## src/rtl/net_perf_window_monitor.sv

```systemverilog
// Windowed multi-channel TX/RX throughput, TX error and connection-open monitor.
// Counts handshake strobes over a programmable cycle window and publishes an atomic snapshot.
module net_perf_window_monitor #(
  parameter int NUM_CH = 4,
  parameter int CNT_W  = 64,
  parameter int LEN_W  = 16,
  parameter int EVT_W  = 32
) (
  input  logic                      aclk,
  input  logic                      areset,
  input  logic                      cfg_en,
  input  logic                      cfg_mode,
  input  logic [31:0]               cfg_window,
  input  logic                      cfg_clear,
  input  logic [NUM_CH-1:0]         tx_fire,
  input  logic [NUM_CH-1:0]         tx_err,
  input  logic [NUM_CH*LEN_W-1:0]   tx_len,
  input  logic [NUM_CH-1:0]         rx_fire,
  input  logic [NUM_CH*LEN_W-1:0]   rx_len,
  input  logic                      open_req_fire,
  input  logic                      open_ok_fire,
  output logic                      running,
  output logic [31:0]               win_cycle,
  output logic                      snap_valid,
  output logic [15:0]               snap_seq,
  output logic [NUM_CH*CNT_W-1:0]   snap_tx_bytes,
  output logic [NUM_CH*CNT_W-1:0]   snap_rx_bytes,
  output logic [NUM_CH*EVT_W-1:0]   snap_tx_err,
  output logic [EVT_W-1:0]          snap_open_req,
  output logic [EVT_W-1:0]          snap_open_ok
);

  typedef enum logic [1:0] {
    IDLE      = 2'd0,
    WAIT_TRIG = 2'd1,
    RUN       = 2'd2,
    DONE      = 2'd3
  } state_t;

  state_t state, state_nxt;

  logic [31:0] win_len;
  logic [31:0] len_eff;
  logic [31:0] cur_idx;
  logic [31:0] cur_len;
  logic        any_fire;
  logic        trig;
  logic        active;
  logic        win_last;
  logic        count_en;
  logic        win_end;

  logic [CNT_W-1:0] acc_tx     [NUM_CH];
  logic [CNT_W-1:0] acc_rx     [NUM_CH];
  logic [EVT_W-1:0] acc_err    [NUM_CH];
  logic [CNT_W-1:0] acc_tx_nxt [NUM_CH];
  logic [CNT_W-1:0] acc_rx_nxt [NUM_CH];
  logic [EVT_W-1:0] acc_err_nxt[NUM_CH];
  logic [EVT_W-1:0] acc_oreq, acc_oreq_nxt;
  logic [EVT_W-1:0] acc_ook,  acc_ook_nxt;

  function automatic logic [CNT_W-1:0] sat_add(input logic [CNT_W-1:0] a,
                                               input logic [LEN_W-1:0] b,
                                               input logic             en);
    logic [CNT_W:0] s;
    s = {1'b0, a} + (CNT_W+1)'(b);
    if (!en)
      return a;
    return s[CNT_W] ? '1 : s[CNT_W-1:0];
  endfunction

  function automatic logic [EVT_W-1:0] sat_inc(input logic [EVT_W-1:0] a,
                                               input logic             en);
    return (en && (a != '1)) ? a + EVT_W'(1) : a;
  endfunction

  // The trigger cycle is window index 0, so it is treated exactly like a RUN cycle.
  assign len_eff  = (cfg_window == 32'd0) ? 32'd1 : cfg_window;
  assign any_fire = (|tx_fire) | (|rx_fire) | open_req_fire;
  assign trig     = (state == WAIT_TRIG) && any_fire;
  assign active   = (state == RUN) || trig;
  assign cur_idx  = (state == RUN) ? win_cycle : 32'd0;
  assign cur_len  = (state == RUN) ? win_len : len_eff;
  assign win_last = active && (cur_idx == cur_len - 32'd1);
  assign count_en = active && cfg_en && !cfg_clear;
  assign win_end  = count_en && win_last;
  assign running  = (state == RUN);

  always_comb begin
    // NOTE: default assigned first so every path drives state_nxt; otherwise a latch is inferred.
    state_nxt = state;
    if (cfg_clear)
      state_nxt = cfg_en ? WAIT_TRIG : IDLE;
    else if (!cfg_en)
      state_nxt = IDLE;
    else begin
      unique case (state)
        IDLE:      state_nxt = WAIT_TRIG;
        WAIT_TRIG: if (trig) state_nxt = (win_last && !cfg_mode) ? DONE : RUN;
        RUN:       if (win_last && !cfg_mode) state_nxt = DONE;
        DONE:      state_nxt = DONE;
        default:   state_nxt = IDLE;
      endcase
    end
  end

  always_comb begin
    acc_oreq_nxt = sat_inc(acc_oreq, open_req_fire);
    acc_ook_nxt  = sat_inc(acc_ook,  open_ok_fire);
    for (int ch = 0; ch < NUM_CH; ch++) begin
      acc_tx_nxt[ch]  = sat_add(acc_tx[ch], tx_len[ch*LEN_W +: LEN_W], tx_fire[ch] & ~tx_err[ch]);
      acc_rx_nxt[ch]  = sat_add(acc_rx[ch], rx_len[ch*LEN_W +: LEN_W], rx_fire[ch]);
      acc_err_nxt[ch] = sat_inc(acc_err[ch], tx_fire[ch] & tx_err[ch]);
    end
  end

  always_ff @(posedge aclk) begin
    // NOTE: non-blocking assignments for all state so every flop samples pre-edge values.
    if (areset) begin
      state     <= IDLE;
      win_cycle <= 32'd0;
      win_len   <= 32'd1;
    end else begin
      state <= state_nxt;
      if (count_en && (trig || win_last))
        win_len <= len_eff;
      if (!count_en || win_end)
        win_cycle <= 32'd0;
      else if (trig)
        win_cycle <= 32'd1;
      else
        win_cycle <= win_cycle + 32'd1;
    end
  end

  // Accumulators only hold data while a window is open; anything else returns them to zero.
  always_ff @(posedge aclk) begin
    // NOTE: these arrays are plain flops (not RAM), so they take the reset like any register.
    if (areset || !count_en || win_end) begin
      acc_oreq <= '0;
      acc_ook  <= '0;
      for (int ch = 0; ch < NUM_CH; ch++) begin
        acc_tx[ch]  <= '0;
        acc_rx[ch]  <= '0;
        acc_err[ch] <= '0;
      end
    end else begin
      acc_oreq <= acc_oreq_nxt;
      acc_ook  <= acc_ook_nxt;
      for (int ch = 0; ch < NUM_CH; ch++) begin
        acc_tx[ch]  <= acc_tx_nxt[ch];
        acc_rx[ch]  <= acc_rx_nxt[ch];
        acc_err[ch] <= acc_err_nxt[ch];
      end
    end
  end

  // Snapshot includes the last window cycle's own events via the *_nxt values.
  always_ff @(posedge aclk) begin
    if (areset || cfg_clear) begin
      snap_valid    <= 1'b0;
      snap_seq      <= 16'd0;
      snap_tx_bytes <= '0;
      snap_rx_bytes <= '0;
      snap_tx_err   <= '0;
      snap_open_req <= '0;
      snap_open_ok  <= '0;
    end else begin
      snap_valid <= win_end;
      if (win_end) begin
        snap_seq      <= snap_seq + 16'd1;
        snap_open_req <= acc_oreq_nxt;
        snap_open_ok  <= acc_ook_nxt;
        for (int ch = 0; ch < NUM_CH; ch++) begin
          snap_tx_bytes[ch*CNT_W +: CNT_W] <= acc_tx_nxt[ch];
          snap_rx_bytes[ch*CNT_W +: CNT_W] <= acc_rx_nxt[ch];
          snap_tx_err[ch*EVT_W +: EVT_W]   <= acc_err_nxt[ch];
        end
      end
    end
  end

endmodule
```

## config.mk

```make
export PLATFORM = sky130hd
export DESIGN_NAME = net_perf_window_monitor
export DESIGN_NICKNAME = d
export VERILOG_FILES = /design/src/rtl/net_perf_window_monitor.sv
export SDC_FILE = /design/constraint.sdc
export NUM_CORES = 2
export LEC_CHECK = 0
export BUFFER_PORTS_ARGS = -buffer_cell sky130_fd_sc_hd__buf_2
export CORE_MARGIN = 2
export CORE_UTILIZATION = 40
export DETAILED_ROUTE_END_ITERATION = 6
export GPL_TIMING_DRIVEN = 0
export HOLD_SLACK_MARGIN = 0.05
export MAX_ROUTING_LAYER = met4
export SYNTH_ARGS = -nofsm -noshare
export SYNTH_HDL_FRONTEND = slang
export SYNTH_SLANG_ARGS = --single-unit
export TNS_END_PERCENT = 50
```

## constraint.sdc

```tcl
create_clock -name aclk -period 7.7 [get_ports aclk]
set_clock_uncertainty 0.2 [all_clocks]
set_input_delay 1.54 -clock aclk [delete_from_list [all_inputs] [get_ports aclk]]
set_output_delay 1.54 -clock aclk [all_outputs]
set_load 0.05 [all_outputs]
```

==> impl_metrics.ini <==
[clock_network]
cts.sinks = 1491
cts_buffers = 167
htreeDepth = 4
cts_tree = done
clk_pin_slew_ns = 0.06
hold_buffers = 0
cts.path.max_buffers = 3
root_buffer = clkbuf_16
clock_latency_ns = 0.81

[route]
wl_per_cell_microns = 24.52
drtIter0Drc = 5204
drtAntennaViolNets = 0
via_per_inst = 5.606
vias = 66140
drc_errors = 0
drt_wl_total_microns = 289300
dr.pass1.iters = 6

[global_route]
grt_use_total_pct = 32.70
grt_max_degree = 17
gr-total-overflow = 0
grt_pass1_vias = 62200
grt_pass1_wl_microns = 412600
antenna_found_initial = 23

[layout]
seq_area_sq_um = 29850
final_cell_mix = dfxtp_1 (1491), nand2_1 (1084), buf_2 (1046)
fillers = 16770
nets = 9757
drive_above_1_share_pct = 15.83
layout_commonest_cell = dfxtp_1
syn_to_final_growth_pct = 19.22
multi_input_area_sq_um = 36370
post-route-util_pct = 48.13

[setup_path]
cp_slowest_stage_delay_ns = 0.72
cp_cell_sequence = nand2b_1, buf_2, buf_2, clkbuf_1, buf_2, mux2i_1, ha_1, inv_1, a211oi_4, nand3_1, o221ai_1, nand2_1, o22ai_1, nor3b_1, nand4_1, buf_4, clkbuf_2, clkbuf_2, clkbuf_1, nand2_1, a21oi_1
crit_path_end_kind = flip-flop
crit_slowest_cell = clkbuf_2
cp.arrival_ns = 7.84
worst-setup-path-type = reg2reg
cp-startpoint = state[0]
cpMostUsedCell = buf_2
worst-path-max-fanout = 19
cp.required_ns = 8.23
start_kind = flip-flop
r2r-start = state[0]
rrSetupSlack_ns = 0.39

[synthesis]
synth_ff_type = dfxtp_1
synth_top_area_share_pct = 43.53
synth-edff-count = 0
synth_nets = 8650
yosysTopAreaCell = dfxtp_1
ys_types = 87
ys_warn_count = 0
synth_seq_cells = 1491
seq_area_frac_synth_pct = 43.53
synth_area_leaders = dfxtp_1 (44%), a21oi_1 (6.2%), nand2_1 (5.9%)
netlist_area_sq_um = 68570
async_flop_share_pct = 0
avgSynthCellArea_sq_um = 8.236
syn_inst = 8326

[sta]
timing.fmax_mhz = 136.9
relSlewSlack_pct = -1.801
grt_setup_unrepaired = false
hold_viol_final = 0
slew_violations = 11
fin_crit_sh_pct = 94.89
finalSetupViolations = 0
tightestPinTransition_ns = 1.527
fin_crit_ns = 7.307

[floorplanning]
fp.dieW_microns = 418.1
die_area_sq_um = 174800
ios = 933
initial_core_util_pct = 40.37
coreArea_sq_um = 169800
rows = 151
die_h_microns = 418.1

[power]
ir_worst_vdd_uv = 241.3
p_leak_nw = 32.09
power.density_nw_per_um2 = 201.9
p_total_mw = 16.50

[place]
io_buffers = 931
hpwl_microns = 226300
gp_congestion = 0.9805

[status]
status = finished with violations
violations = max-capacitance violations, max-slew violations

[flow_run]
drv_cap = 1

[hold_path]
hold_path.class = reg2reg
min-delay-start = snap_tx_bytes[68]
## through the flow
stage                     cells  cell area, sq um  TNS [ns]  hold WS, ns  setup WS, ns
final                     11800             81750         0       0.2440        0.3931
after global routing      11790             81740         0       0.2613       0.01165
after CTS                 11780             81700         0       0.2475      0.002609
after detailed placement  11480             76120   -544.21       0.2399        -1.243
after global placement    11480             76010  -1298.51       0.2378        -2.291
after floorplan            8326             68570         0       0.2578         2.116
## cells by family after synthesis
kind of cell             synth area share [%]
AND/OR/NAND/NOR                         24.91
AO/OA/AOI/OAI                           15.76
flip-flops                              43.53
XOR/XNOR                                7.817
buffers and inverters                   3.520
adder cells (fa/ha/maj)                 2.733
multiplexers                            1.733
## area by class of cell
class / count / area share [%]
plain buffers: 469 / 2.424
well taps: 2218 / 3.394
diodes: 13 / 0.03979
inverters: 126 / 0.5785
repair buffers: 940 / 5.822
flip-flops and latches: 1491 / 36.51
multi-input cells: 6238 / 44.48
clock buffers: 250 / 6.015
clock inverters: 52 / 0.7331
## layer usage
layer | part of all wire, % | track usage, % | vias up
li1 | - | - | 31230
met1 | 39 | 37.61 | 31710
met2 | 46 | 51.94 | 2479
met3 | 6.1 | 4.921 | 718
met4 | 8.7 | 23.84 | 0
met5 | 0 | - | -
## synthesized netlist by cell type, types with 26 or more instances
master,instances
dfxtp_1,1491
nand2_1,1084
nor2_1,933
a21oi_1,852
xnor2_1,383
clkbuf_1,340
nand3_1,288
and2_1,279
o21ai_0,278
xor2_1,229
nand4_1,184
and3_1,176
a211oi_1,173
nor3_1,147
ha_1,137
inv_1,125
buf_2,117
nand2b_1,108
or2_2,106
mux2i_1,87
o22ai_1,84
and4_1,78
o211ai_1,69
o21a_1,55
nor4_1,50
a21o_1,49
nor2b_1,37
or3_1,35
mux2_2,26
## registers in the layout (all words and copies together) (netlist names)
register	flops
acc_err	128
snap_tx_err	128
acc_rx	256
acc_tx	256
win_cycle	32
snap_rx_bytes	256
snap_open_ok	32
acc_ook	32
snap_seq	16
win_len	32
snap_tx_bytes	256
state	2
snap_valid	1
acc_oreq	32
snap_open_req	32
## worst max-delay path, delay by kind of cell, from the launching register on
family / cells / cell delay, ns
compound gates: 4 / 1.51
fa+ha+maj: 1 / 0.20
buf+inv: 9 / 3.61
flops: 1 / 0.31
mux: 1 / 0.25
simple gates: 6 / 1.08
## timing repair
item                        CTS  global route
gates resized for setup      26             6
buffers inserted              2             1
pin swaps                     1             1
setup endpoints to repair  1084          1261
## worst paths after layout
check,endpoint,cells after the start
setup / recovery,snap_open_req[3],21
hold / removal,snap_tx_bytes[68],2
setup reg to reg,snap_open_req[3],21
hold reg to reg,snap_tx_bytes[68],2
## where the power goes
part | switching, mW | internal, mW | total (mW)
Sequential | 0.00847 | 7.72 | 7.73
Combinational | 0.428 | 0.194 | 0.622
Clock | 3.40 | 4.75 | 8.15
Power figures use the tool's default switching activity.
